### src/rtl/aes_rkey_sequencer.sv
// Round-key store for the AES decryption engine: holds rk[0..Nr] and hands
// them out in inverse order, one per engine consume pulse, for every block.
module aes_rkey_sequencer #(
  parameter int KW     = 128,
  parameter int NK_MAX = 15
) (
  input  logic          clk,
  input  logic          rst_n,
  input  logic          wr_en,
  input  logic [3:0]    wr_addr,
  input  logic [0:KW-1] wr_data,
  input  logic          key_commit,
  input  logic [1:0]    klen_in,
  input  logic          key_clear,
  output logic [0:KW-1] rkey,
  output logic          rkey_vld,
  input  logic          next_rkey,
  output logic [1:0]    klen_sel,
  output logic          blk_done,
  output logic [15:0]   blk_cnt,
  output logic          cfg_err
);

  typedef enum logic [1:0] {
    ST_LOAD   = 2'd0,
    ST_READY  = 2'd1,
    ST_STREAM = 2'd2
  } state_e;

  state_e        state_q;
  logic [3:0]    ptr_q;
  logic [3:0]    nr_q;
  logic [1:0]    klen_q;
  logic          vld_q;
  logic          blk_done_q;
  logic [15:0]   blk_cnt_q;
  logic          cfg_err_q;
  logic [0:KW-1] key_q [NK_MAX];

  logic [3:0]    nr_d;
  logic          klen_ok;
  logic          addr_ok;
  logic          key_we;

  always_comb begin
    nr_d = 4'd10;
    case (klen_in)
      2'b01:   nr_d = 4'd12;
      2'b10:   nr_d = 4'd14;
      default: nr_d = 4'd10;
    endcase
  end

  assign klen_ok = (klen_in != 2'b11);
  assign addr_ok = (wr_addr != 4'd15);

  // Keys are frozen while a block streams; a clear also wins over a write.
  assign key_we = wr_en && addr_ok && !key_clear && (state_q != ST_STREAM);

  always_ff @(posedge clk) begin
    if (key_we) begin
      key_q[wr_addr] <= wr_data;
    end
  end

  always_ff @(posedge clk or negedge rst_n) begin
    if (!rst_n) begin
      state_q    <= ST_LOAD;
      ptr_q      <= 4'd0;
      nr_q       <= 4'd10;
      klen_q     <= 2'b00;
      vld_q      <= 1'b0;
      blk_done_q <= 1'b0;
      blk_cnt_q  <= 16'd0;
      cfg_err_q  <= 1'b0;
    end else begin
      blk_done_q <= 1'b0;
      cfg_err_q  <= 1'b0;
      if (key_clear) begin
        state_q <= ST_LOAD;
        ptr_q   <= 4'd0;
        vld_q   <= 1'b0;
      end else begin
        if (wr_en && !addr_ok) begin
          cfg_err_q <= 1'b1;
        end
        case (state_q)
          ST_LOAD: begin
            if (key_commit) begin
              if (klen_ok) begin
                klen_q  <= klen_in;
                nr_q    <= nr_d;
                ptr_q   <= nr_d;
                vld_q   <= 1'b1;
                state_q <= ST_READY;
              end else begin
                cfg_err_q <= 1'b1;
              end
            end
          end
          ST_READY: begin
            // A commit re-arms with whatever the write in this cycle left behind.
            if (key_commit) begin
              if (klen_ok) begin
                klen_q <= klen_in;
                nr_q   <= nr_d;
                ptr_q  <= nr_d;
              end else begin
                cfg_err_q <= 1'b1;
              end
            end else if (wr_en && addr_ok) begin
              state_q <= ST_LOAD;
              ptr_q   <= 4'd0;
              vld_q   <= 1'b0;
            end else if (next_rkey) begin
              ptr_q   <= nr_q - 4'd1;
              state_q <= ST_STREAM;
            end
          end
          ST_STREAM: begin
            if (wr_en || key_commit) begin
              cfg_err_q <= 1'b1;
            end
            if (next_rkey) begin
              if (ptr_q == 4'd0) begin
                ptr_q      <= nr_q;
                state_q    <= ST_READY;
                blk_done_q <= 1'b1;
                blk_cnt_q  <= blk_cnt_q + 16'd1;
              end else begin
                ptr_q <= ptr_q - 4'd1;
              end
            end
          end
          default: begin
            state_q <= ST_LOAD;
            ptr_q   <= 4'd0;
            vld_q   <= 1'b0;
          end
        endcase
      end
    end
  end

  assign rkey     = key_q[ptr_q];
  assign rkey_vld = vld_q;
  assign klen_sel = klen_q;
  assign blk_done = blk_done_q;
  assign blk_cnt  = blk_cnt_q;
  assign cfg_err  = cfg_err_q;

endmodule

### config.mk
export PLATFORM = sky130hd
export DESIGN_NAME = aes_rkey_sequencer
export DESIGN_NICKNAME = d
export VERILOG_FILES = /design/src/rtl/aes_rkey_sequencer.sv
export SDC_FILE = /design/constraint.sdc
export NUM_CORES = 2
export LEC_CHECK = 0
export CORE_MARGIN = 2
export CORE_UTILIZATION = 55
export DETAILED_ROUTE_END_ITERATION = 6
export MAX_ROUTING_LAYER = met4
export PLACE_DENSITY = 0.76
export RECOVER_POWER = 50
export SLEW_MARGIN = 20
export SYNTH_ARGS = -nofsm -noshare
export SYNTH_HDL_FRONTEND = slang
export SYNTH_SLANG_ARGS = --single-unit
### constraint.sdc
create_clock -name clk -period 17.87 [get_ports clk]
set_clock_uncertainty 0.1 [all_clocks]
set_input_delay 2.6805 -clock clk [delete_from_list [all_inputs] [get_ports clk]]
set_output_delay 2.6805 -clock clk [all_outputs]
set_load 0.005 [all_outputs]
### After elaboration in Yosys (flattened, before gate mapping)

Memories as Yosys holds them, arrays and structs flattened.
Index checks and enable logic that the tools add are counted.

* register bits after elaboration: 31
* bits in latches: 0
* memory bits (writable): 1920
* ROM bits: 0
* input bits: 140
* output and inout port bits: 149
* word-level logic and storage cells: 81
* memories kept: 1

* add/subtract/negate cells: 3
* multipliers: 0
* divide/modulo/power cells: 0
* magnitude comparators: 0
* equality and inequality tests: 16
* shift operators: 0
* multiplexer cells: 37
* bitwise gates (word level): 1
* reductions and logical operators: 15

Memories
* key_q: depth 15, width 128, read ports 1, clocked after memory_dff 0, wr ports 1, RTL line 38 `logic [0:KW-1] key_q [NK_MAX];`

Operator list (count)
* two-way mux 4 bit: 8
* != test 3 bit (second input constant): 6
* adder 16 x 1 -> 16 bit (second input constant): 1
* two-way mux 1 bit: 16
* two-way mux 2 bit: 8
* case mux 4 bit (3 select lines): 1
* != test 4 bit (second input constant): 2
* AND reduction 4 bit: 2
* subtractor 4 x 1 -> 4 bit (second input constant): 2
* != test 2 bit (second input constant): 3
* case mux 2 bit (3 select lines): 1
* case mux 3 bit (2 select lines): 1
* AND reduction 6 bit: 1
* != test 5 bit (second input constant): 1
* AND reduction 5 bit: 1
* == test 2 x 1 -> 1 bit (second input constant): 2
* == test 2 bit (second input constant): 2
* logical AND 1 bit: 4
* logical NOT 4 bit: 1
* case mux 1 bit (3 select lines): 1
* AND reduction 3 bit: 1
* logical NOT 1 bit: 2
* logical NOT 2 bit: 1
* case mux 1 bit (2 select lines): 1
* other kinds (3): 3

### Logic depth before layout (Yosys ltp)

* word-level depth: 8
* gate-level depth with buffers: 12
* mapped depth without buffers: 7

### Least setup slack after synthesis

No wires, ideal clock.

* path type: input to register
* start: in key_clear
* end: mem key_q[0][0] (netlist bit), enable pin
* setup time: 0.772 ns
* data arrival time: 12.060 ns
* required time: 16.998 ns
* path slack: 4.938 ns
* cell stages on the path: 4
* buffers on the path: 1
* cells stage by stage: clkbuf_1 > nand3b_1 > or3_1 > nor3_1

* cells in the longest elaborated chain, start to end: 5

RTL lines
* start, declared: RTL line 14 `input logic key_clear,`
* logical NOT 1 bit: RTL line 58 `assign key_we = wr_en && addr_ok && !key_clear && (state_q != ST_STREAM);`
* logical AND 1 bit (2 in a row): RTL line 58
* two-way mux 1 bit: RTL line 61 `if (key_we) begin`
* two-way mux 1 bit (implied by the code): RTL line 62 `key_q[wr_addr] <= wr_data;`
* end, declared: RTL line 38

No other way between the ends.

### Final worst setup path

* start: reg ptr_q[1]
* end: out rkey[82] (netlist bit)

* cells in the longest elaborated chain, start to end: 1

RTL lines
* start, declared: RTL line 31 `logic [3:0] ptr_q;`
* start signal, assigned: RTL line 93 `ptr_q <= nr_d;`
* start signal, assigned: RTL line 107 `ptr_q <= nr_d;`
* start signal, assigned: RTL line 116 `ptr_q <= nr_q - 4'd1;`
* memory read (15 x 128 bit)
* end, declared: RTL line 15 `output logic [0:KW-1] rkey,`

No other way between the ends.

==> out/qor.txt <==
Worst-margin pin slew - 1.831 ns
Post-DP HPWL - 79.48 mm
RSZ-0062 raised after global routing - false
Number of synthesized register bits - 1,949
Row count - 134
Layout cells sized above 1 - 22.98%
CTS Buffer Depth - 3
GP Congestion - 0.7699
Die height - 370.8 um
Post-Syn Area per Cell - 23.42 um2
Fillers - 8,694
Min Tclk post-route - 8.629 ns
1st-iter DRT viols - 3,749
Final setup violation count - 0
Pwr Density - 117.8 nW/um2
Crit path kind - flip-flop to output port
Post-CTS setup buffer count - 0
Asr flop ratio synth - 1.488%
FF+latch area - 58,390 um2
Clk slew on worst S/H paths - 0.06 ns
Die ar. - 137,500 um2
Total Routing Usage GR - 24.23%
DR WL/cell - 29.00 um
Required time of the critical path - 15.09 ns
Status - complete, but fails checks
Post-detailed-route count of antenna-violating nets - 0
Footprint of the multi-input gates - 14,910 um2
Cell with the most instances after synthesis - edfxtp_1
Achievable Freq - 115.9 MHz
Core ar. - 133,500 um2
Worst VDD drop - 97.53 uV
TritonRoute pass-1 iters - 6
Count of cell types in the netlist - 49
Synth top cells by count - edfxtp_1, mux4_2, nand2_1
Vias in the first global route - 34,820
Slew Viols, Final - 72
Setup crit end kind - output port
Largest net degree at the start of global routing - 117
Failing checks - max-capacitance violations, max-slew violations
Share of synthesized area occupied by flip-flops and latches - 78.91%
CTS Buf Count - 190
Final worst path period share - 48.29%
Max-Cap Viols - 4
Syn nets - 3,304
First-pass GRT wire length - 232.4 mm
Initial core utilization - 55.44%
Overflow after GRT - 0
Ranking of synthesized cells by area - edfxtp_1, mux4_2, mux2i_1
Vias after detailed routing - 33,940
Ys Warns - 0
DRC - 0
Synthesized instance count - 3,159
Main flop type after synthesis - edfxtp_1
CTS tree - done
Fin. Hold Viols - 0
Die X-Extent - 370.8 um
Worst-Skew Late Latency - 0.82 ns
Post-CTS Hold Fix Bufs - 0
CP max FO - 79
Port bufs - 288
# IOs - 289
Initial antenna violation count - 49
Mapped Area - 73,990 um2
Root Driver - clkbuf_16
Sink Count - 1,949
Final Power - 9.998 mW
Largest area contributor in the netlist - edfxtp_1
Yosys top cell area share - 77.93%
CTS HTree Levels - 4
Layout Area Growth over Synthesis - 14.73%
Slew margin rel. - -22.50%
Setup TNS - 0 ns
Routed WL - 159.2 mm
Post-CTS sizing - 0
P_leak - 25.86 nW
Crit path DAT - 5.85 ns
CP Launch Type - flip-flop
Worst hold path class - flip-flop to flip-flop
DR vias/cell - 6.185
Number of flops mapped to enable cells by yosys - 1,920
# nets final - 3,687
[logic make-up after synthesis]
logic type / synth area share (%)
AND/OR/NAND/NOR: 1.199
adder cells (fa/ha/maj): 0.08456
AO/OA/AOI/OAI: 1.197
multiplexers: 17.44
XOR/XNOR: 0.1776
buffers and inverters: 0.9944
flip-flops: 78.91
[final timing paths]
path                            slack (ns)      endpoint        start  cells after the start
worst min register to register        0.38   blk_cnt[15]  blk_cnt[15]                      1
min in group asynchronous             2.72      blk_done        rst_n                      2
max in group asynchronous            13.76      ptr_q[3]        rst_n                      2
worst max register to register       12.95  key_q[9][55]   state_q[0]                      7
worst max-delay path                  9.24      rkey[82]     ptr_q[1]                      6
worst min-delay path                  0.38   blk_cnt[15]  blk_cnt[15]                      1
[report_power, final]
part / internal, mW / switching (mW) / leakage, nW / total, mW
Sequential: 5.06 / 0.0431 / 17.7 / 5.11
Clock: 2.08 / 1.67 / 2.84 / 3.74
Combinational: 0.603 / 0.546 / 5.34 / 1.15
Total: 7.74 / 2.26 / 25.9 / 10.0
[flip-flops by register name (all words and copies together), names as in the netlist]
name / cells
key_q: 1920
blk_cnt: 16
ptr_q: 4
klen_sel: 2
nr_q: 2
state_q: 2
blk_done: 1
cfg_err: 1
rkey_vld: 1
[per-stage QoR]
stage          util [%]  setup WS, ns  area, um2  hold slack [ns]  std cells
6_report          63.61         9.241      84890           0.3752       5488
5_1_grt           63.60         8.866      84870           0.4113       5482
2_1_floorplan         -         4.938      73990           0.3647       3159
4_1_cts           63.59         9.105      84870           0.3758       5461
3_3_place_gp      59.23         10.07      79040           0.3558       5117
3_5_place_dp      59.23         10.04      79040           0.3615       5117
[critical path: stages (launching register included)]
cell	delay, ns
dfrtp_4	1.07
buf_4	0.90
buf_4	0.70
buf_4	0.76
mux4_2	0.40
mux4_2	0.49
clkdlybuf4s50_1	0.54
[layout by cell type (no fill, tap or decap), types with 25 or more instances in the layout]
cell type        synthesis  final
edfxtp_1              1920   1920
mux4_2                 512    512
clkbuf_16                0    190
clkdlybuf4s50_1          0    155
nand2_1                143    143
dlygate4sd3_1            0    133
o21ai_0                130    130
mux2i_1                129    129
buf_4                    0     61
clkinv_1                 0     50
clkbuf_1                85     46
clkinv_2                 0     30
diode_2                  0     26
dfrtp_1                 28     25
[layout make-up]
class,count,area share (%)
clock buffer,234,5.796
multi-input combinational,1035,17.56
timing repair buffer,355,4.047
sequential,1949,68.79
inverter,11,0.05748
antenna,26,0.07665
tap,1768,2.606
clock inverter,110,1.064
[per-layer routing]
layer / vias to the layer above / wire [um] / part of all wire [%] / global-route usage (%)
met1: 18060 / 61120 / 38 / 31.30
li1: 14220 / - / - / -
met2: 1354 / 80780 / 51 / 39.02
met5: - / 0 / 0 / -
met4: 0 / 3889 / 2.4 / 6.688
met3: 305 / 13390 / 8.4 / 5.748
No activity file was read; power rests on OpenSTA's default activity.
